### src/rtl/mul_acc_int.sv
// Iterative radix-2 shift-add multiply-accumulate: {hi,lo} = a*b + c in DSZ+1 clocks.
// Companion of the iterative divider; shares its start/busy handshake.
module mul_acc_int #(
   parameter int DSZ = 32
) (
   input  logic           clk,
   input  logic           rst,
   input  logic           start,
   input  logic           sgn,
   input  logic [DSZ-1:0] a,
   input  logic [DSZ-1:0] b,
   input  logic [DSZ-1:0] c,
   output logic           busy,
   output logic           done,
   output logic [DSZ-1:0] hi,
   output logic [DSZ-1:0] lo
);

   localparam int CW = $clog2(DSZ);

   typedef enum logic [1:0] {
      S_IDLE = 2'd0,
      S_RUN  = 2'd1,
      S_FIX  = 2'd2
   } state_t;

   state_t             r_state;
   state_t             w_state_nxt;
   logic [2*DSZ-1:0]   r_mcand;
   logic [DSZ-1:0]     r_mplier;
   logic [2*DSZ-1:0]   r_acc;
   logic [2*DSZ-1:0]   r_cext;
   logic               r_neg;
   logic [CW-1:0]      r_cnt;
   logic               r_done;
   logic [DSZ-1:0]     r_hi;
   logic [DSZ-1:0]     r_lo;

   logic [DSZ-1:0]     w_abs_a;
   logic [DSZ-1:0]     w_abs_b;
   logic [2*DSZ-1:0]   w_cext;
   logic [2*DSZ-1:0]   w_res;

   // The most negative operand negates to itself, which is its correct unsigned magnitude.
   assign w_abs_a = (sgn & a[DSZ-1]) ? -a : a;
   assign w_abs_b = (sgn & b[DSZ-1]) ? -b : b;
   assign w_cext  = {{DSZ{sgn & c[DSZ-1]}}, c};
   assign w_res   = (r_neg ? -r_acc : r_acc) + r_cext;

   // NOTE: sequential state uses non-blocking assignments so every register samples
   // pre-edge values, independent of the order the statements appear in.
   always_ff @(posedge clk) begin
      if (rst) r_state <= S_IDLE;
      else     r_state <= w_state_nxt;
   end

   // NOTE: default first, so every path assigns w_state_nxt and no latch is inferred.
   always_comb begin
      w_state_nxt = r_state;
      case (r_state)
         S_IDLE:  if (start) w_state_nxt = S_RUN;
         S_RUN:   if (r_cnt == CW'(DSZ-1)) w_state_nxt = S_FIX;
         S_FIX:   w_state_nxt = S_IDLE;
         default: w_state_nxt = S_IDLE;
      endcase
   end

   always_comb begin
      busy = (r_state != S_IDLE);
      done = r_done;
      hi   = r_hi;
      lo   = r_lo;
   end

   always_ff @(posedge clk) begin
      if (rst) begin
         r_mcand  <= '0;
         r_mplier <= '0;
         r_acc    <= '0;
         r_cext   <= '0;
         r_neg    <= 1'b0;
         r_cnt    <= '0;
         r_done   <= 1'b0;
         r_hi     <= '0;
         r_lo     <= '0;
      end else begin
         r_done <= (r_state == S_FIX);
         case (r_state)
            S_IDLE: begin
               if (start) begin
                  r_mcand  <= {{DSZ{1'b0}}, w_abs_a};
                  r_mplier <= w_abs_b;
                  r_neg    <= sgn & (a[DSZ-1] ^ b[DSZ-1]);
                  r_cext   <= w_cext;
                  r_acc    <= '0;
                  r_cnt    <= '0;
               end
            end
            S_RUN: begin
               if (r_mplier[0]) r_acc <= r_acc + r_mcand;
               r_mplier <= r_mplier >> 1;
               r_mcand  <= r_mcand << 1;
               r_cnt    <= r_cnt + 1'b1;
            end
            S_FIX: begin
               {r_hi, r_lo} <= w_res;
            end
            default: ;
         endcase
      end
   end

endmodule
### config.mk
export PLATFORM = sky130hd
export DESIGN_NAME = mul_acc_int
export DESIGN_NICKNAME = d
export VERILOG_FILES = /design/src/rtl/mul_acc_int.sv
export SDC_FILE = /design/constraint.sdc
export NUM_CORES = 1
export LEC_CHECK = 0
export CAP_MARGIN = 20
export CORE_UTILIZATION = 45
export CTS_CLUSTER_SIZE = 14
export DETAILED_ROUTE_END_ITERATION = 7
export SLEW_MARGIN = 20
export SYNTH_ARGS = -nofsm -noshare
export SYNTH_HDL_FRONTEND = slang
export SYNTH_SLANG_ARGS = --single-unit
### constraint.sdc
create_clock -name clk -period 6.83 [get_ports clk]
set_clock_uncertainty 0.1 [all_clocks]
set_input_delay 0.683 -clock clk [delete_from_list [all_inputs] [get_ports clk]]
set_output_delay 0.683 -clock clk [all_outputs]
set_load 0.05 [all_outputs]
==> results of run 1 <==
-- path summary, 6_finish.rpt --
check / slack [ps] / endpoint / cells after the start / startpoint
max: 860 / hi[29] / 19 / r_acc[8]
max reg2reg: 860 / hi[29] / 19 / r_acc[8]
min: 350 / hi[3] / 2 / hi[3]
min reg2reg: 350 / hi[3] / 2 / hi[3]
-- cell usage after synthesis, types with 9 or more instances --
library cell / number / area (um^2)
buf_1: 13 / 48.8
clkbuf_1: 130 / 488
a22o_1: 34 / 298
nand2b_1: 20 / 125
nor4_1: 15 / 93.8
a21oi_1: 366 / 1830
or3_1: 24 / 150
nand2_1: 388 / 1460
a22oi_1: 90 / 676
dfxtp_1: 266 / 5330
nor3_1: 34 / 170
o31ai_1: 29 / 218
nor2_1: 140 / 526
nor2b_1: 19 / 119
o21bai_1: 28 / 210
a211oi_1: 15 / 113
ha_1: 145 / 1810
xor2_1: 73 / 639
nand3_1: 69 / 345
inv_1: 50 / 188
o211ai_1: 9 / 67.6
a21o_1: 72 / 541
o21ai_0: 121 / 606
and2_1: 12 / 75.1
and3_1: 22 / 138
o21a_1: 17 / 128
nand4_1: 34 / 213
xnor2_1: 159 / 1390
a31oi_1: 16 / 100
or4_1: 16 / 120
o41ai_1: 18 / 158
-- worst max-delay path: stages (launching register included) --
cell and delay, ps:
dfxtp_1 380, or4_4 600, nor4_4 240, nand2_1 160, or2_4 280, nor3_1 290
nand4b_1 270, o31ai_1 330, xnor2_1 110, ha_1 440, nand4_1 230, or4_1 620
or4_1 550, o221a_2 280, nand2_1 160, o211ai_1 110, o211ai_1 160, o221ai_1 170
xor2_1 170, a211oi_1 240
-- per-layer routing --
layer | GRT usage [%] | vias up
met3 | 2.95 | 59
li1 | - | 9367
met4 | 6.77 | 0
met2 | 36.9 | 493
met1 | 38.6 | 8607
met5 | 0 | -
-- power groups by stage --
stage / combinational, mW / sequential [mW] / clock (mW)
2_1_floorplan: 0.345 / 1.66 / 0
3_3_place_gp: 0.509 / 1.68 / 0
3_5_place_dp: 0.511 / 1.68 / 0
4_1_cts: 0.513 / 1.64 / 1.81
5_1_grt: 0.569 / 1.65 / 1.87
6_report: 0.513 / 1.64 / 1.77
-- state kept, by name, summed over array words and instances (netlist names) --
| signal | cells |
|---|---|
| r_cext | 33 |
| r_mcand | 64 |
| r_cnt | 5 |
| done | 1 |
| r_neg | 1 |
| r_acc | 64 |
| r_state | 2 |
| lo | 32 |
| hi | 32 |
| r_mplier | 32 |
-- cell families after synthesis --
kind of cell / after synthesis / share of synthesized area [%]
fa+ha+maj: 147 / 9.63
flops: 266 / 27.7
xor+xnor: 232 / 10.6
compound gates: 877 / 28.6
buf+inv: 193 / 3.76
simple gates: 824 / 19.8
-- area by class of cell --
cell class,count,area share (%)
Multi-Input combinational cell,2080,59.4
Sequential cell,266,23.9
Tap cell,539,3.02
Timing Repair Buffer,181,7.95
Inverter,50,0.841
Clock buffer,49,4.53
Clock inverter,11,0.415
-- stage by stage --
stage | setup WS [ps] | hold WS (ps) | power [mW]
floorplan | 1520 | 332 | 2.00
global placement | 1150 | 339 | 2.18
detailed placement | 940 | 345 | 2.19
CTS | 900 | 351 | 3.97
global route | 410 | 369 | 4.09
finish | 861 | 346 | 3.93
==> metrics.txt, run 1 <==
status=finished, final reports clean; post-DP HPWL=42500 um; largest net degree at the start of global routing=88; wire per inst=17.8 um; Layout Utilization=53.1%; post-route design area=22300 um^2; port bufs=165; filler instances=4167; Tmin final=5970 ps; first-pass GRT wire length=89900 um; CTS buffer count=34; Logic pwr share=13.1%; Pint=2.87 mW; metal2 WL=22800 um; initial antenna violation count=0; most frequent cells in the layout=387 x nand2_1, 366 x a21oi_1, 265 x dfxtp_1; Area after DPL=21200 um^2; area occupied by multi-input gates=13200 um^2; clock slew at reported path FFs=60 ps; Slew HR=36.6%; met3 wire len=3130 um; Clock Power Share=45.0%; postcts setup bufs=0; Seq/Total Area, Yosys=27.7%; Final Setup Violations=0; Max Cap Viol=0; post-route ant nets=0; Mapped Avg Cell Area=7.58 um^2; chip height=209 um; placed cell count=3116; power share of the sequential group=41.9%; 1st-pass router iterations=5; Fmax=168 MHz; Synth Flop Type=dfxtp_1; die width=209 um; Site Rows=75; Seq. cell area=5330 um^2; commonest non-fill, non-tap cell in the layout=nand2_1; Hold Crit Class=flip-flop to flip-flop; Least-Margin Pin Slew=948 ps; clock root buffer=clkbuf_16; clock tree from TritonCTS=yes; num ports=166; RSZ-0062 raised after global routing=false; Post-synth ARST share=0%; Metal-1 WL=29600 um; final setup TNS=0 ps; worst endpoint required time=7170 ps; insertion delay to the later sink of the worst-skew pair=550 ps; GRT Util Overall=25.2%; syn nets=2786; core area=42000 um^2; Switch Pwr=1.06 mW; routability cong.=0.912; Final Hold Viols=0; CTS Buffer Depth=3; Overflow after GRT=0; area of the mapped netlist=19200 um^2; Leak Pwr=9.22 nW; period utilization=87.4%; EDFF count, synth=0; Clock Sinks=266; layout cells sized above 1=3.83%; post-synth cell types=62; vias in the first global route=17000; CP Capture Type=flip-flop; Max H-tree Level=2; vias=18500; Cells after Synth=2539; peak supply drop=115 uV; area of the die=43600 um^2; YS warnings=0; Post-Route WL=56500 um; Slew Limit Fails=0; Layout Nets=2860; Crit Path Class=flip-flop to flip-flop; Highest Signal Layer=met4; Switching Share=26.9%; DRC viols=0; Critical Path Start Type=flip-flop; CP Max Fanout=8; Finished Layout Cells=3176; ANT cells=0; WP data arrival=6310 ps; area delta synth->final=15.9%; post-synthesis register bit count=266; Starting Density=45.8%; vias per cell=5.83; post-cts resize count=0; DRT iter0 DRCs=1331; Post-CTS Hold Fix Bufs=0; Pwr per Cell Area=176 nW/um^2
No activity file was read; power rests on OpenSTA's default activity.
==> inputs of run 2 (changes only) <==
--- a/config.mk
+++ b/config.mk
@@ -5,6 +5,7 @@
 export SDC_FILE = /design/constraint.sdc
 export NUM_CORES = 1
 export LEC_CHECK = 0
+export ABC_CLOCK_PERIOD_IN_PS = 6830
 export CAP_MARGIN = 20
 export CORE_UTILIZATION = 45
 export CTS_CLUSTER_SIZE = 14
==> results of run 2 <==
Same layout as run 1: the final DEF is identical, and so are final timing and power.
